==> src/rtl/mem_arb_pkg.sv <==
// Shared types and constants for the two-requester BRAM arbiter.
package mem_arb_pkg;

  typedef enum logic [1:0] {
    ST_RR,
    ST_LOCK,
    ST_BREAK
  } arb_state_e;

  localparam int BRAM_ADDR_W = 32;
  localparam int BRAM_DATA_W = 32;
  localparam int BRAM_WE_W   = 4;

  localparam logic ID_M0 = 1'b0;
  localparam logic ID_M1 = 1'b1;

endpackage

==> src/rtl/mem_arb_tagpipe.sv <==
// Read-return tag pipeline: tracks which requester owns each in-flight BRAM read.
module mem_arb_tagpipe #(
  parameter int RD_LAT = 1
) (
  input  logic clk,
  input  logic reset,
  input  logic valid_i,
  input  logic owner_i,
  output logic valid_o,
  output logic owner_o
);

  logic [RD_LAT-1:0] vld_q, vld_d;
  logic [RD_LAT-1:0] own_q, own_d;

  // Shift toward the MSB; the MSB is the stage whose data is on bram_rdata now.
  assign vld_d = (vld_q << 1) | RD_LAT'(valid_i);
  assign own_d = (own_q << 1) | RD_LAT'(owner_i);

  always_ff @(posedge clk or posedge reset) begin
    if (reset) begin
      vld_q <= '0;
      own_q <= '0;
    end else begin
      vld_q <= vld_d;
      own_q <= own_d;
    end
  end

  assign valid_o = vld_q[RD_LAT-1];
  assign owner_o = own_q[RD_LAT-1];

endmodule

==> src/rtl/mem_arb.sv <==
// Two-requester BRAM arbiter: round-robin with an m1 lock that m0 can break
// after LOCK_MAX cycles, plus read-data return routing.
//
//   state    | meaning
//   ST_RR    | round-robin between m0 and m1
//   ST_LOCK  | m1 owns the port back-to-back, m0 held off
//   ST_BREAK | one forced m0 slot after the lock hit LOCK_MAX
module mem_arb
  import mem_arb_pkg::*;
#(
  parameter int ADDR_W   = 12,
  parameter int DATA_W   = 4,
  parameter int RD_LAT   = 1,
  parameter int LOCK_MAX = 64
) (
  input  logic                   clk,
  input  logic                   reset,
  input  logic                   m0_req,
  input  logic                   m0_we,
  input  logic [ADDR_W-1:0]      m0_addr,
  input  logic [DATA_W-1:0]      m0_wdata,
  input  logic                   m1_req,
  input  logic                   m1_we,
  input  logic [ADDR_W-1:0]      m1_addr,
  input  logic [DATA_W-1:0]      m1_wdata,
  input  logic                   m1_lock,
  output logic                   m0_gnt,
  output logic                   m1_gnt,
  output logic                   m0_rvalid,
  output logic                   m1_rvalid,
  output logic [DATA_W-1:0]      m0_rdata,
  output logic [DATA_W-1:0]      m1_rdata,
  output logic                   bram_en,
  output logic [BRAM_WE_W-1:0]   bram_web,
  output logic [BRAM_ADDR_W-1:0] bram_addr,
  output logic [BRAM_DATA_W-1:0] bram_wdata,
  input  logic [BRAM_DATA_W-1:0] bram_rdata,
  output logic                   lock_forced
);

  localparam int CNT_W = $clog2(LOCK_MAX + 1);
  localparam logic [CNT_W-1:0] CNT_LIM = CNT_W'(LOCK_MAX - 1);

  arb_state_e       state_q, state_d;
  logic             last_q, last_d;
  logic [CNT_W-1:0] cnt_q, cnt_d;
  logic             forced_q, forced_d;
  logic             sel_m1;

  always_ff @(posedge clk or posedge reset) begin
    if (reset) begin
      state_q  <= ST_RR;
      last_q   <= ID_M1;
      cnt_q    <= '0;
      forced_q <= 1'b0;
    end else begin
      state_q  <= state_d;
      last_q   <= last_d;
      cnt_q    <= cnt_d;
      forced_q <= forced_d;
    end
  end

  // The cycle that acquires the lock counts as the first held cycle.
  always_comb begin
    state_d  = state_q;
    cnt_d    = cnt_q;
    forced_d = 1'b0;
    sel_m1   = 1'b0;
    unique case (state_q)
      ST_RR: begin
        sel_m1 = (m0_req && m1_req) ? (last_q == ID_M0) : m1_req;
        if (sel_m1 && m1_lock) begin
          state_d = ST_LOCK;
          cnt_d   = CNT_W'(1);
        end
      end
      ST_LOCK: begin
        sel_m1 = 1'b1;
        if (!m1_lock) begin
          state_d = ST_RR;
          cnt_d   = '0;
        end else if (cnt_q == CNT_LIM) begin
          if (m0_req) begin
            state_d  = ST_BREAK;
            cnt_d    = '0;
            forced_d = 1'b1;
          end
        end else begin
          cnt_d = cnt_q + CNT_W'(1);
        end
      end
      ST_BREAK: begin
        sel_m1  = !m0_req;
        state_d = m1_lock ? ST_LOCK : ST_RR;
        cnt_d   = '0;
      end
      default: state_d = ST_RR;
    endcase
  end

  logic              gnt_any, g_we;
  logic [ADDR_W-1:0] g_addr;
  logic [DATA_W-1:0] g_wdata;

  assign m0_gnt  = m0_req & ~sel_m1 & ~reset;
  assign m1_gnt  = m1_req &  sel_m1 & ~reset;
  assign gnt_any = m0_gnt | m1_gnt;
  assign last_d  = gnt_any ? m1_gnt : last_q;

  assign g_we    = gnt_any & (m1_gnt ? m1_we : m0_we);
  assign g_addr  = m1_gnt ? m1_addr  : m0_addr;
  assign g_wdata = m1_gnt ? m1_wdata : m0_wdata;

  assign bram_en     = gnt_any;
  assign bram_web    = {{(BRAM_WE_W-1){1'b0}}, g_we};
  assign bram_addr   = gnt_any ? BRAM_ADDR_W'(g_addr) : '0;
  assign bram_wdata  = g_we ? BRAM_DATA_W'(g_wdata) : '0;
  assign lock_forced = forced_q;

  logic rd_vld, rd_own;

  mem_arb_tagpipe #(.RD_LAT(RD_LAT)) u_tagpipe (
    .clk     (clk),
    .reset   (reset),
    .valid_i (gnt_any & ~g_we),
    .owner_i (m1_gnt),
    .valid_o (rd_vld),
    .owner_o (rd_own)
  );

  assign m0_rvalid = rd_vld & (rd_own == ID_M0);
  assign m1_rvalid = rd_vld & (rd_own == ID_M1);
  assign m0_rdata  = m0_rvalid ? bram_rdata[DATA_W-1:0] : '0;
  assign m1_rdata  = m1_rvalid ? bram_rdata[DATA_W-1:0] : '0;

  logic unused_rdata_hi;
  assign unused_rdata_hi = ^bram_rdata[BRAM_DATA_W-1:DATA_W];

endmodule

==> config.mk <==
export PLATFORM = sky130hd
export DESIGN_NAME = mem_arb
export DESIGN_NICKNAME = d
export VERILOG_FILES = /design/src/rtl/mem_arb_pkg.sv /design/src/rtl/mem_arb_tagpipe.sv /design/src/rtl/mem_arb.sv
export SDC_FILE = /design/constraint.sdc
export NUM_CORES = 1
export LEC_CHECK = 0
export BUFFER_PORTS_ARGS = -buffer_cell sky130_fd_sc_hd__buf_2
export CORE_MARGIN = 1
export CORE_UTILIZATION = 40
export DETAILED_ROUTE_END_ITERATION = 8
export PLACE_DENSITY = 0.83
export SLEW_MARGIN = 25
export SYNTH_ARGS = -nofsm -noshare
export SYNTH_HDL_FRONTEND = slang
export SYNTH_SLANG_ARGS = --single-unit
export TNS_END_PERCENT = 10
==> constraint.sdc <==
create_clock -name clk -period 5.9 [get_ports clk]
set_input_delay 0.295 -clock clk [delete_from_list [all_inputs] [get_ports clk]]
set_output_delay 0.295 -clock clk [all_outputs]
set_load 0.005 [all_outputs]
==> run metrics <==
I/O pins=153; Syn Inst Count=208; 1st-iter DRT viols=24; Yosys reg bits=13; critical path arrival=roughly 2.5 ns; area of placed instances=around 0.0018 sq mm; routed wire length=3440 um; TNS Setup=0 ns; cell area after layout=0.00188 sq mm; worst slew pin tran=0.738 ns; pre-CTS setup slack=3.41 ns; Avg WL per Cell=between 10 and 15 um; Setup Crit Path Kind=flip-flop to output pin; Comb power frac=53.2%; Longest Clk Path Bufs=2; reg2reg start=state_q[0]; Period Utilization, post-route=between 40% and 50%; Switch Pwr=0.000184 W; core area=0.00380 sq mm; initial antenna violation count=0; Area contributors post-synth=buf_4, dfrtp_1, o32ai_1; CP startpoint kind=flip-flop; nets=356; most frequent cell after synthesis=buf_4; Hold Fails Final Rpt=0; CTS hold repair buffers=0; worst-path maximum fanout=20; Max Freq=358 MHz; Cell Chain, Critical Path=inv_1 -> ha_1 -> and2_1 -> o21ai_0 -> a2111o_1 -> o32ai_1 -> buf_2; Post-synth EDFFs=0; Remaining Overflow, GRT=0; DRT antenna net count=0; postcts setup bufs=0; clock skew=0.00739 ns; Detailed Place HPWL=between 2000 and 3000 um; Pleak=around 1.2 nW; Max-Cap Viols=0; Die Wd=66.1 um; CTS clock-pin slew for the worst setup and hold paths=0.06 ns; Internal Power=0.000258 W; max-slew violation count=0; worst r2r path cells=6; Worst setup EP type=output pin; worst min-delay path category=input port to async pin; vias=~1500; DR DRC count=0; top cell type's share of synthesized area=between 20% and 30%; Clock power frac=18.9%; largest net degree at the start of global routing=21; Synthesis Warnings=0; max incr delay on CP=0.69 ns; share of layout cells above drive strength 1=about 30%; starting density of the core=43.2%; most area-hungry cell type in the Yosys netlist=buf_4; sequential share of the synthesized area=19.9%; status=finished, final reports clean; CTS buffer count=3; post-CTS sizing=0; Synth Flop Type=dfrtp_1; H-Tree Depth=1; Synth cell types=between 40 and 50; CP required=5.61 ns; slowest CP cell=a2111o_1; relative max-transition margin=50.8%; Switching Share=between 40% and 50%; Synth Area per Inst=7.90 sq um; placer congestion estimate=0.836; Site Rows=22; RR Endpoint=u_tagpipe.valid_o; worst skew pair latency=roughly 0.25 ns; Synth top cells by count=buf_4, inv_1, o32ai_1, dfrtp_1, nand2_1; CTS tree=yes; Max VDD drop=156 uV; Root Buffer=clkbuf_8; Port Buffers=73; Cell Pwr Density=235 mW/mm^2; area grow syn2layout=14.5%; Die ar.=about 0.0044 sq mm; total global-route track usage=16.0%; # diodes=0; first-pass GRT wire length=5460 um; Seq pwr share=27.9%; Final min period=about 2.8 ns; Post-synth ARST share=between 90% and 100%; area of the mapped netlist=0.00164 sq mm; worst setup path endpoint=bram_addr[6]; CTS Sinks=13; final setup vio count=0; Die Span Y=66.1 um; CP Launch Point=state_q[0]; TritonRoute pass-1 iters=4; vias in the first global route=roughly 1200; Via density=4.57; RSZ-0062 raised after global routing=no; Reg2Reg Setup Slack=3.64 ns; PnR worst setup slack=3.10 ns
==> area by class of cell <==
type / instances / area (sq um)
sequential: 13 / 327
clock buffer: 4 / 45.0
inverter: 35 / 131
timing repair buffer: 74 / 373
multi-input combinational: 152 / 945
fill: 377 / 1920
tap: 48 / 60.1
==> metal layers <==
metal	vias up	share of wire, %	GRT usage (%)
li1	749	-	-
met1	651	44	20.1
met2	89	47	29.1
met3	2	8.0	2.24
met4	0	0.52	2.39
met5	-	0	0
==> critical path: cells and delay by family, from the launching register on <==
family	cells	cell delay (ns)
buf+inv	2	0.28
simple gates	1	0.14
fa+ha+maj	1	0.24
compound gates	3	1.17
flops	1	0.41
==> power by group through the flow <==
| stage | logic [W] | registers, W | clock network, W |
|---|---|---|---|
| floorplan | 0.000194 | 0.000121 | 0 |
| global placement | 0.000229 | 0.000125 | 0 |
| detailed placement | 0.000233 | 0.000125 | 0 |
| CTS | 0.000235 | 0.000123 | 0.0000840 |
| global route | 0.000262 | 0.000127 | 0.0000867 |
| finish | 0.000235 | 0.000123 | 0.0000834 |
==> layout by cell type (no fill, tap or decap), types with 3 or more instances in the layout <==
cell / netlist / routed
buf_2: 0 / 73
conb_1: 1 / 51
inv_1: 35 / 35
o32ai_1: 16 / 16
dfrtp_1: 12 / 12
nand2_1: 11 / 11
and3_1: 7 / 7
and2_1: 7 / 7
ha_1: 6 / 6
nor2_1: 5 / 5
a21oi_1: 4 / 4
nand3_1: 4 / 4
nand4b_1: 4 / 4
mux2i_1: 4 / 4
o41ai_1: 3 / 3
clkbuf_8: 0 / 3
==> how the worst min path moves through the flow <==
stage | startpoint | to | slack [ns] | cells after the start
after floorplan | reset | cnt_q[0] | 0.22 | 1
final | reset | cnt_q[1] | 0.14 | 2
after detailed placement | reset | state_q[0] | 0.43 | 2
after global routing | reset | cnt_q[0] | 0.22 | 2
after CTS | reset | state_q[0] | 0.17 | 2
after global placement | reset | state_q[0] | 0.43 | 2
==> metrics by stage <==
| step | hold slack [ns] | cells | power (W) | utilization, % |
|---|---|---|---|---|
| finish | 0.139 | 326 | 0.000441 | 49.5 |
| detailed placement | 0.434 | 322 | 0.000358 | 48.3 |
| floorplan | 0.217 | 258 | 0.000314 | - |
| CTS | 0.166 | 326 | 0.000442 | 49.5 |
| global placement | 0.428 | 322 | 0.000353 | 48.3 |
| global route | 0.217 | 326 | 0.000475 | 49.5 |
==> cell families (layout without fill, tap and decap cells) <==
logic type,count (synthesis),count (layout),share of synthesized area [%]
multiplexers,7,7,4.95
AO/OA/AOI/OAI,38,38,18.7
other,1,51,0.228
buffers and inverters,93,113,34.0
adder cells (fa/ha/maj),6,6,4.57
flip-flops,13,13,19.9
AND/OR/NAND/NOR,50,50,17.7
==> registers in the layout, indices dropped and copies added, names as in the netlist <==
signal,flops
state_q,2
cnt_q,7
u_tagpipe.valid_o,1
lock_forced,1
last_q,1
u_tagpipe.owner_o,1
Note: power is estimated with default switching activity, not from simulation.
